### src/rtl/wm_fill_pkg.sv
// Shared definitions for the washing-machine fill controller: FSM states,
// target water levels, fault codes and the load-size banding function.
package wm_fill_pkg;

    typedef enum logic [2:0] {
        ST_IDLE   = 3'd0,
        ST_SETTLE = 3'd1,
        ST_WEIGH  = 3'd2,
        ST_FILL   = 3'd3,
        ST_DONE   = 3'd4,
        ST_FAULT  = 3'd5
    } state_e;

    localparam int unsigned SETTLE_CYCLES_DEF = 5;
    localparam int unsigned FILL_TIMEOUT_DEF  = 600;

    localparam logic [7:0] LOW_TH  = 8'd20;
    localparam logic [7:0] MED_TH  = 8'd50;
    localparam logic [7:0] HIGH_TH = 8'd80;

    localparam logic [9:0] LVL_LOW   = 10'd150;
    localparam logic [9:0] LVL_MED   = 10'd300;
    localparam logic [9:0] LVL_HIGH  = 10'd450;
    localparam logic [9:0] LVL_XHIGH = 10'd600;

    localparam logic [1:0] FC_NONE    = 2'b00;
    localparam logic [1:0] FC_EMPTY   = 2'b01;
    localparam logic [1:0] FC_TIMEOUT = 2'b10;

    // A weight exactly on a threshold belongs to the lower band.
    function automatic logic [9:0] band(input logic [7:0] w);
        if (w <= LOW_TH)       return LVL_LOW;
        else if (w <= MED_TH)  return LVL_MED;
        else if (w <= HIGH_TH) return LVL_HIGH;
        else                   return LVL_XHIGH;
    endfunction

endpackage

### src/rtl/wm_weight_averager.sv
// Accumulates four consecutive load-cell samples while enabled; on the fourth
// sample presents the truncated average (including that sample) with a done pulse.
module wm_weight_averager
    import wm_fill_pkg::*;
(
    input  logic       clk,
    input  logic       reset,
    input  logic       sample_en,
    input  logic [7:0] sample,
    output logic [7:0] avg,
    output logic       done
);

    logic [9:0] sum_q, sum_d;
    logic [1:0] cnt_q, cnt_d;
    logic [9:0] sum_next;

    always_comb begin
        sum_next = sum_q + {2'b00, sample};
        avg      = sum_next[9:2];
        done     = sample_en && (cnt_q == 2'd3);
        sum_d    = '0;
        cnt_d    = '0;
        // Accumulator is cleared whenever sampling is not active, so each weigh starts fresh.
        if (sample_en && !done) begin
            sum_d = sum_next;
            cnt_d = cnt_q + 2'd1;
        end
    end

    always_ff @(posedge clk) begin
        if (!reset) begin
            sum_q <= '0;
            cnt_q <= '0;
        end else begin
            sum_q <= sum_d;
            cnt_q <= cnt_d;
        end
    end

endmodule

### src/rtl/washing_machine_fill_controller.sv
// Water-fill sequencer: settle, weigh, pick target level, fill until the level
// sensor reaches target, with empty-drum and fill-timeout faults.
module washing_machine_fill_controller
    import wm_fill_pkg::*;
#(
    parameter int unsigned SETTLE_CYCLES = SETTLE_CYCLES_DEF,
    parameter int unsigned FILL_TIMEOUT  = FILL_TIMEOUT_DEF
) (
    input  logic       clk,
    input  logic       reset,
    input  logic       start,
    input  logic       abort,
    input  logic [7:0] load_weight,
    input  logic [9:0] water_sensor,
    output logic [9:0] water_level,
    output logic       valve_open,
    output logic       busy,
    output logic       fill_done,
    output logic       fault,
    output logic [1:0] fault_code
);

    localparam int unsigned SETTLE_W = (SETTLE_CYCLES > 1) ? $clog2(SETTLE_CYCLES) : 1;
    localparam int unsigned TO_W     = (FILL_TIMEOUT > 1) ? $clog2(FILL_TIMEOUT) : 1;

    state_e              state_q, state_d;
    logic [SETTLE_W-1:0] settle_q, settle_d;
    logic [TO_W-1:0]     tcnt_q, tcnt_d;
    logic [9:0]          water_level_q, water_level_d;
    logic                valve_open_q, valve_open_d;
    logic                busy_q, busy_d;
    logic                fill_done_q, fill_done_d;
    logic                fault_q, fault_d;
    logic [1:0]          fault_code_q, fault_code_d;

    logic       avg_en;
    logic [7:0] avg;
    logic       avg_done;

    assign avg_en = (state_q == ST_WEIGH) && !abort;

    wm_weight_averager u_avg (
        .clk       (clk),
        .reset     (reset),
        .sample_en (avg_en),
        .sample    (load_weight),
        .avg       (avg),
        .done      (avg_done)
    );

    always_comb begin
        state_d       = state_q;
        settle_d      = settle_q;
        tcnt_d        = tcnt_q;
        water_level_d = water_level_q;
        fault_code_d  = fault_code_q;

        if (abort) begin
            state_d      = ST_IDLE;
            settle_d     = '0;
            tcnt_d       = '0;
            fault_code_d = FC_NONE;
        end else begin
            unique case (state_q)
                ST_IDLE: begin
                    if (start) begin
                        state_d  = ST_SETTLE;
                        settle_d = '0;
                    end
                end
                ST_SETTLE: begin
                    if (settle_q == SETTLE_W'(SETTLE_CYCLES - 1)) begin
                        state_d  = ST_WEIGH;
                        settle_d = '0;
                    end else begin
                        settle_d = settle_q + SETTLE_W'(1);
                    end
                end
                ST_WEIGH: begin
                    if (avg_done) begin
                        if (avg == 8'd0) begin
                            state_d      = ST_FAULT;
                            fault_code_d = FC_EMPTY;
                        end else begin
                            state_d       = ST_FILL;
                            water_level_d = band(avg);
                            tcnt_d        = '0;
                        end
                    end
                end
                ST_FILL: begin
                    // Reaching target takes priority over the timeout on the same cycle.
                    if (water_sensor >= water_level_q) begin
                        state_d = ST_DONE;
                    end else if (tcnt_q == TO_W'(FILL_TIMEOUT - 1)) begin
                        state_d      = ST_FAULT;
                        fault_code_d = FC_TIMEOUT;
                    end else begin
                        tcnt_d = tcnt_q + TO_W'(1);
                    end
                end
                ST_DONE:  state_d = ST_IDLE;
                ST_FAULT: state_d = ST_FAULT;
                default:  state_d = ST_IDLE;
            endcase
        end

        valve_open_d = (state_d == ST_FILL);
        busy_d       = (state_d == ST_WEIGH) || (state_d == ST_FILL);
        fill_done_d  = (state_q == ST_FILL) && (state_d == ST_DONE);
        fault_d      = (state_d == ST_FAULT);
    end

    always_ff @(posedge clk) begin
        if (!reset) begin
            state_q       <= ST_IDLE;
            settle_q      <= '0;
            tcnt_q        <= '0;
            water_level_q <= '0;
            valve_open_q  <= 1'b0;
            busy_q        <= 1'b0;
            fill_done_q   <= 1'b0;
            fault_q       <= 1'b0;
            fault_code_q  <= FC_NONE;
        end else begin
            state_q       <= state_d;
            settle_q      <= settle_d;
            tcnt_q        <= tcnt_d;
            water_level_q <= water_level_d;
            valve_open_q  <= valve_open_d;
            busy_q        <= busy_d;
            fill_done_q   <= fill_done_d;
            fault_q       <= fault_d;
            fault_code_q  <= fault_code_d;
        end
    end

    assign water_level = water_level_q;
    assign valve_open  = valve_open_q;
    assign busy        = busy_q;
    assign fill_done   = fill_done_q;
    assign fault       = fault_q;
    assign fault_code  = fault_code_q;

endmodule

### config.mk
export PLATFORM = sky130hd
export DESIGN_NAME = washing_machine_fill_controller
export DESIGN_NICKNAME = d
export VERILOG_FILES = /design/src/rtl/wm_fill_pkg.sv /design/src/rtl/wm_weight_averager.sv /design/src/rtl/washing_machine_fill_controller.sv
export SDC_FILE = /design/constraint.sdc
export NUM_CORES = 1
export LEC_CHECK = 0
export ABC_AREA = 1
export BUFFER_PORTS_ARGS = -buffer_cell sky130_fd_sc_hd__buf_2
export CORE_MARGIN = 2
export CORE_UTILIZATION = 45
export DETAILED_ROUTE_END_ITERATION = 7
export PLACE_DENSITY_LB_ADDON = 0.1
export SETUP_SLACK_MARGIN = 0.15
export SKIP_CTS_REPAIR_TIMING = 1
export SLEW_MARGIN = 25
export SYNTH_ARGS = -nofsm -noshare
export SYNTH_HDL_FRONTEND = slang
export SYNTH_SLANG_ARGS = --single-unit
### constraint.sdc
create_clock -name clk -period 3.2 [get_ports clk]
set_input_delay 0.64 -clock clk [delete_from_list [all_inputs] [get_ports clk]]
set_output_delay 0.64 -clock clk [all_outputs]
set_load 0.02 [all_outputs]
; ---- Word-level counts from Yosys, hierarchy flattened
; Cells that the tools add are included.
[op_classes]
addsub = 4
order_cmp = 4
eq_ne = 18
n_mux = 24
bitwise_logic = 3
reduce_logical = 17
[ops]
columns = cell, count
row1 = 2-to-1 mux 10 bit, 7
row2 = 2-to-1 mux 3 bit, 9
row3 = one-hot mux 10 bit (2 select lines), 1
row4 = one-hot mux 3 bit (5 select lines), 1
row5 = "== test 3 x 2 -> 1 bit, second input constant", 4
row6 = "== test 3 bit, second input constant", 4
row7 = "!= test 2 bit, second input constant", 6
row8 = "adder 10 x 1 -> 10 bit, second input constant", 1
row9 = adder 10 x 8 -> 10 bit, 1
row10 = "== test 10 bit, second input constant", 1
row11 = >= comparator 10 bit, 1
row12 = AND reduction 5 bit, 2
row13 = "less-or-equal comparator 8 x 5 -> 1 bit, second input constant", 1
row14 = "less-or-equal comparator 8 x 6 -> 1 bit, second input constant", 1
row15 = "less-or-equal comparator 8 x 7 -> 1 bit, second input constant", 1
row16 = logical NOT 8 bit, 1
row17 = 2-to-1 mux 2 bit, 4
row18 = one-hot mux 3 bit (2 select lines), 1
row19 = logical AND 1 bit, 4
row20 = one-hot mux 2 bit (2 select lines), 1
row21 = AND reduction 2 bit, 2
row22 = AND reduction 4 bit, 1
row23 = nonzero test 2 bit, 2
row24 = "adder 3 x 1 -> 3 bit, second input constant", 1
row25 = 9 further kinds, 12
[totals]
reg_bits = 44
out_inout_bits = 16

; ---- Depth between registers and ports, before layout
; Gate-level depths: netlist of run 1.
[logic_depth]
ltp_word = 8
mapped_depth = 16
mapped_depth_nobuf = 16

; ---- Modules after synthesis
; Synthesis of run 1 repeated with hierarchy kept, for this count alone.
[hier_totals]
hier_cells = 414
area_unflattened_um2 = 2777.7
[by_module_without_submodules]
columns = mod, instances, cells_per_inst, area_each_um2, seq_area_each_um2
row1 = washing_machine_fill_controller, 1, 293, 1913.1, 600.6
row2 = wm_weight_averager, 1, 121, 864.6, 240.2

; ---- Worst setup path before layout of run 1
; OpenSTA, ideal clock, no wires.
[synth_timing]
path_type = input to register
from = input load_weight[0]
to = register tcnt_q[7]
arrival_ns = 2.400
slack_ns = 0.729
cell_stages = 14
path_cell_list = ha_1 fa_1 nand3_1 nand2_2 nand2_2 nand2_1 nand2_1 nand2_1 nor2_4 nand4_4 nand3_4 buf_12 nand2_2 a21oi_2
[synth_via]
elab_chain_len = 4
[synth_rtl]
columns = item, line
row1 = "start, declared", washing_machine_fill_controller.sv:13  ; input logic [7:0] load_weight,
row2 = adder 10 x 8 -> 10 bit, wm_weight_averager.sv:19  ; sum_next = sum_q + {2'b00, sample};
row3 = logical NOT 8 bit, washing_machine_fill_controller.sv:81  ; if (avg == 8'd0) begin
row4 = != test 2 bit (no line), --
row5 = AND reduction 5 bit (no line), --
row6 = "end signal, assigned", washing_machine_fill_controller.sv:128  ; tcnt_q <= tcnt_d;
row7 = "end, declared", washing_machine_fill_controller.sv:28  ; logic [TO_W-1:0] tcnt_q, tcnt_d;
; Every way passes these cells.
; A chain may end at the register's enable or synchronous reset.

; ---- Worst setup path in the final report of run 1
[layout_timing]
from = input load_weight[0]
to = register tcnt_q[0]
; Same word-level chain as after synthesis.

==> flow_summary.yaml, run 1 <==
sta:
  tns_ps: 0
  rsz0062_at_grt: "no"
  maxSlewViolCount: 0
  timing.fmax_mhz: 403
  finalHoldViolations: 0
  post-route-period-util: 0.775
  worst_pin_slew_ps: 502
  max_slew_margin: 0.665
  skew_ps: 5.82
  setup_viol: 0
  period_minus_slack_ps: 2480
finish:
  stdcell_area_sq_um: 3090
  syn_to_final_growth_pct: 11.7
  antenna_cells: 0
  multi_input_area_sq_um: 1680
  fillers: 617
  nNetsFinal: 466
  drive_above_1_share: 0.232
  utilization: 0.522
  seqCellArea_sq_um: 841
setup_path:
  slowest_stage: "fa_1"
  endpoint_kind: "register"
  crit_path_start_kind: "input port"
  cp.required_ps: 3400
  cp_common_cell: "nand2_1"
  reg2reg_from: "u_avg.sum_q[0]"
  crit_chain: "buf_2, ha_1, fa_1, nand3_1, nand2_2, nand2_2, nand2_1, nand2_1, nand2_1, nor2_4, nand4_4, nand3_4, nand2_1, nand2_1, nor2_1"
  startpoint: "load_weight[0]"
  path_class: "input port to register"
  critPathMaxStageDelay_ps: 420
  r2r_slack_ps: 870
  cp.arrival_ps: 2680
  path_max_fanout: 11
logic_synthesis:
  syn-cell-area_sq_um: 2760
  synth-main-ff-cell: "dfxtp_1"
  synth.distinct_cells: 42
  synth_nets: 428
  synth.top_cell.area_share: 0.304
  synth_seq_area_share: 0.304
  yosysMostFrequentCell: "nand2_1"
  synth_edf_count: 0
  synthTopCellsByArea: "dfxtp_1, nand2_1, ha_1, nor2_1, inv_1"
  synth-warning-count: 0
  synth_seq_cells: 42
  synthArstFlopShare: 0
  synth_area_per_cell_sq_um: 7.20
  syn_inst: 384
  synthTopCellsByCount: "nand2_1, nor2_1, inv_1, dfxtp_1, a21oi_1"
  synth_top_area_cell: "dfxtp_1"
drt:
  remaining_drc_errors: 0
  routed-via-count: 2466
  wl_per_cell_um: 11.6
  first_iter_violations: 90
  drt_pass1_iterations: 6
  drt-vias-per-instance: 4.95
  ant_nets: 0
  totalWireLength_um: 5770
clock_network:
  cts_tree: "done"
  cts.sinks: 42
  numCtsBuffers: 5
  clock_path_buffers: 2
  clk_latency_ps: 300
  clockRootBuffer: "clkbuf_8"
  cts_max_level: 2
  clk_pin_slew_ps: 80
power:
  ir_drop_uv: 150
  p_leak_nw: 1.37
  p_per_area_nw_per_um2: 311
placement:
  dpl.hpwl_um: 4530
  placed_cell_area_sq_um: 3000
  finalWeightedCongestion: 0.883
  port_buffers: 36
floorplan:
  fp-row-count: 28
  pin_count: 38
  fp.coreArea_sq_um: 5920
  die_area_sq_um: 6780
  dieWidth_um: 82.4
  start_util: 0.467
  die_h_um: 82.4
run:
  cap_violations: 0
global_routing:
  grt_max_degree: 15
  antenna_found_initial: 0
  gr-usage-all-layers: 0.185
  grt_overflow: 0
  grt_pass1_wl_um: 9630
  first_global_vias: 2217
status:
  status: "finished, final reports clean"
min_path:
  hold_path.startpoint: "u_avg.cnt_q[0]"
  holdCritPathClass: "register to register"
-- final timing paths --
path,cells past startpoint,end
worst min-delay path,1,u_avg.cnt_q[0]
worst max register to register,14,tcnt_q[0]
worst max-delay path,15,tcnt_q[0]
worst min register to register,1,u_avg.cnt_q[0]
-- critical path: cells and delay by family --
kind | cells | cell delay (ps)
simple gates | 12 | 1280
buf+inv | 1 | 100
fa+ha+maj | 2 | 650
-- layout make-up --
cell class	instances	share of cell area
Multi-Input combinational cell	283	0.543
Sequential cell	42	0.272
Timing Repair Buffer	38	0.0632
Inverter	52	0.0632
Tap cell	75	0.0304
Clock buffer	5	0.0223
Clock inverter	3	0.00608
-- cells by family (layout without fill, tap and decap cells) --
| group | after synthesis | in the layout | synth area share |
|---|---|---|---|
| AOI/OAI and AO/OA | 44 | 44 | 0.0987 |
| xor gates and xnor gates | 9 | 9 | 0.0312 |
| adders and majority gates | 22 | 22 | 0.102 |
| buffers and inverters | 59 | 98 | 0.0896 |
| DFF | 42 | 42 | 0.304 |
| other | 1 | 1 | 0.00136 |
| and+or+nand+nor | 207 | 207 | 0.373 |
-- flip-flops by register name (all words and copies together), names as in the netlist --
| name | flops |
|---|---|
| u_avg.cnt_q | 2 |
| water_level | 8 |
| tcnt_q | 10 |
| valve_open | 1 |
| fault_code | 2 |
| settle_q | 3 |
| fault | 1 |
| fill_done | 1 |
| state_q | 3 |
| u_avg.sum_q | 10 |
| busy | 1 |
-- layout by cell type, fill, tap and decap left out, drive strengths merged --
master,Yosys,routed
nor4,2,2
nand3,25,25
conb,1,1
nand3b,3,3
dfxtp,42,42
clkinv,1,3
a22oi,1,1
o211ai,1,1
o21ai,6,6
buf,6,38
a21boi,1,1
nor3b,1,1
xnor2,1,1
nor3,9,9
clkbuf,1,5
xor2,8,8
ha,21,21
nand2,98,98
fa,1,1
or2,1,1
nand4,12,12
o21bai,1,1
nor2,55,55
and2,1,1
a31oi,1,1
inv,51,52
a21oi,33,33
-- routing by layer --
layer  global-route usage  up-vias  wire, um
met4               0.0683        0        93
met1                0.238     1103      2850
li1                     -     1309         -
met3               0.0380        7       266
met5                    0        -         0
met2                0.305       47      2550
-- where the power goes --
group          total [mW]  leakage (nW)  internal (mW)  switching, mW
combinational      0.0869         0.987         0.0333         0.0536
clock               0.350        0.0483          0.154          0.196
sequential          0.524         0.338          0.523       0.000965
-- through the flow --
stage	hold WS, ps	instances	setup slack [ps]	power (mW)
floorplan	399	384	729	0.595
global placement	415	490	445	0.622
detailed placement	418	490	401	0.623
CTS	431	498	725	0.982
global route	437	498	520	1.01
finish	433	498	719	0.960
(Power assumes the default switching activity.)
==> run 2: changes to the inputs <==
--- a/config.mk
+++ b/config.mk
@@ -5,7 +5,7 @@
 export SDC_FILE = /design/constraint.sdc
 export NUM_CORES = 1
 export LEC_CHECK = 0
-export ABC_AREA = 1
+export ABC_AREA = 0
 export BUFFER_PORTS_ARGS = -buffer_cell sky130_fd_sc_hd__buf_2
 export CORE_MARGIN = 2
 export CORE_UTILIZATION = 45
==> constraint.sdc (replaced) <==
create_clock -name clk -period 2.3 [get_ports clk]
set_input_delay 0.46 -clock clk [delete_from_list [all_inputs] [get_ports clk]]
set_output_delay 0.46 -clock clk [all_outputs]
set_load 0.02 [all_outputs]
==> run 2 against run 1 <==
  * Routed wire length increased by 12%
  * Synthesized cell count fell by 16%
  * Worst setup slack worse by 1200 ps
  * Critical path type is now register to register
  * Hold slack gained 17 ps
  * The flow now finishes with violations (setup timing)
  * Non-clock buffer count rose by 59
  * Critical path depth fell by 6
  * Total power rose by 56%
  * Register-to-register slack got worse by 1300 ps
  * Largest cell class unchanged
  * Clock-buffer cell count grew 1
  * Sequential share of layout area down 3.7 points
  * Clock skew hardly changed
==> flow_summary.yaml, run 2 <==
global_routing:
  first_global_vias: 2370
  grt_pass1_wl_um: 10500
  grt_max_degree: 16
  antenna_found_initial: 0
  grt_overflow: 0
  gr-usage-all-layers: 0.202
finish:
  nNetsFinal: 454
  drive_above_1_share: 0.337
  fillers: 533
  final_common_cell: "buf_4"
  syn_to_final_growth_pct: 33.9
  seqCellArea_sq_um: 842
  multi_input_area_sq_um: 1820
  antenna_cells: 0
  final_cell_mix: "buf_4, dfxtp_1, buf_2"
  stdcell_area_sq_um: 3580
floorplan:
  fp.coreArea_sq_um: 5820
  pin_count: 38
  die_area_sq_um: 6580
  fp-row-count: 28
  die_h_um: 81.1
  start_util: 0.460
  dieWidth_um: 81.1
logic_synthesis:
  synth.distinct_cells: 59
  synth-main-ff-cell: "dfxtp_1"
  yosysMostFrequentCell: "dfxtp_1"
  synth_nets: 365
  syn_inst: 321
  synthTopCellsByArea: "dfxtp_1, ha_1, a21oi_1, nor2_1, nand2_1"
  synth_area_per_cell_sq_um: 8.33
  synth_seq_cells: 42
  synth-warning-count: 0
  synthTopCellsByCount: "dfxtp_1, nor2_1, a21oi_1, nand2_1, ha_1"
  synth_edf_count: 0
  synth_seq_area_share: 0.314
  synthArstFlopShare: 0
  syn-cell-area_sq_um: 2680
  synth.top_cell.area_share: 0.314
  synth_top_area_cell: "dfxtp_1"
run:
  cap_violations: 0
sta:
  setup_viol: 25
  maxSlewViolCount: 0
  timing.fmax_mhz: 360
  setup_slack_ps: -476
  rsz0062_at_grt: "yes"
  worst_pin_slew_ps: 526
  post-route-period-util: 1.21
  max_slew_margin: 0.648
  period_minus_slack_ps: 2780
  finalHoldViolations: 0
  skew_ps: 6.28
power:
  p_leak_nw: 1.53
  p_per_area_nw_per_um2: 418
  total_power_mw: 1.50
  ir_drop_uv: 398
setup_path:
  cp.arrival_ps: 2970
  crit_path_start_kind: "register"
  path_class: "register to register"
  cp.required_ps: 2490
  path_max_fanout: 3
  endpoint_kind: "register"
  r2r_slack_ps: -480
drt:
  drt_pass1_iterations: 4
  remaining_drc_errors: 0
  routed-via-count: 2623
  ant_nets: 0
  first_iter_violations: 117
  drt-vias-per-instance: 5.41
  totalWireLength_um: 6470
  wl_per_cell_um: 13.3
status:
  status: "complete, but fails checks"
  violations: "setup timing"
clock_network:
  cts_max_level: 2
  clock_path_buffers: 2
  clockRootBuffer: "clkbuf_8"
  cts_tree: "done"
  clk_pin_slew_ps: 80
  clk_latency_ps: 290
  cts.sinks: 42
  numCtsBuffers: 5
min_path:
  holdCritPathClass: "register to register"
placement:
  finalWeightedCongestion: 0.804
  port_buffers: 36
  placed_cell_area_sq_um: 3370
  dpl.hpwl_um: 4960
[run 2: changes by cell type in the layout (fill, tap and decap cells not counted), sizes merged, moves of 10 or more]
cell,previous run,this run
nand2,98,25
buf,38,97
nand3,25,9
nand4,12,2
nor2,55,29
o31ai,0,11
inv,52,18
[run 2: kinds of logic (layout without fill, tap and decap cells)]
| group | after synthesis | in the layout | share of synthesized area |
|---|---|---|---|
| other | 1 | 1 | 0.00140 |
| XOR/XNOR | 6 | 6 | 0.0196 |
| AND/OR/NAND/NOR | 131 | 131 | 0.264 |
| multiplexers | 2 | 2 | 0.00748 |
| AO/OA/AOI/OAI | 84 | 84 | 0.225 |
| buffers and inverters | 33 | 122 | 0.0617 |
| adder cells (fa/ha/maj) | 22 | 22 | 0.106 |
| flip-flops | 42 | 42 | 0.314 |
[run 2: path summary, 6_finish.rpt]
path	from	endpoint	cells past startpoint
max reg2reg	u_avg.sum_q[0]	water_level[7]	9
max	u_avg.sum_q[0]	water_level[7]	9
min	u_avg.cnt_q[0]	u_avg.cnt_q[0]	1
min reg2reg	u_avg.cnt_q[0]	u_avg.cnt_q[0]	1
[run 2: metal layers]
layer,track usage,routed length [um]
met1,0.274,3160
met2,0.329,2950
met3,0.0422,337
met4,0.0492,27
met5,0,0
[run 2: report_power, final]
| group | total [mW] | switching (mW) | internal [mW] |
|---|---|---|---|
| Sequential | 0.730 | 0.00254 | 0.728 |
| Combinational | 0.175 | 0.0927 | 0.0820 |
| Clock | 0.594 | 0.246 | 0.347 |
[run 2: area by class of cell]
| cell class | count | area share |
|---|---|---|
| Timing Repair Buffer | 97 | 0.180 |
| Sequential cell | 42 | 0.235 |
| Inverter | 18 | 0.0189 |
| Multi-Input combinational cell | 246 | 0.508 |
| Tap cell | 75 | 0.0262 |
| Clock buffer | 6 | 0.0231 |
| Clock inverter | 1 | 0.00839 |
[run 2: critical path: stages (launching register included)]
cell and delay [ps]:
dfxtp_2 330, ha_4 150, fa_2 390, a211oi_4 240
o21ai_2 80, a221o_1 360, nor4b_4 140, a31o_1 260
or4b_4 540, and3_1 170
[run 2: per-stage QoR]
stage                     hold WS [ps]  setup slack [ps]  instances  setup TNS, ps  utilization
after floorplan                    399              -677        321          -9030            -
after global placement             415              -711        475         -15110        0.579
after detailed placement           441              -762        475         -15990        0.579
after CTS                          426              -491        482          -9590        0.598
after global routing               447              -609        485         -13460        0.616
final                              450              -476        485          -9580        0.616
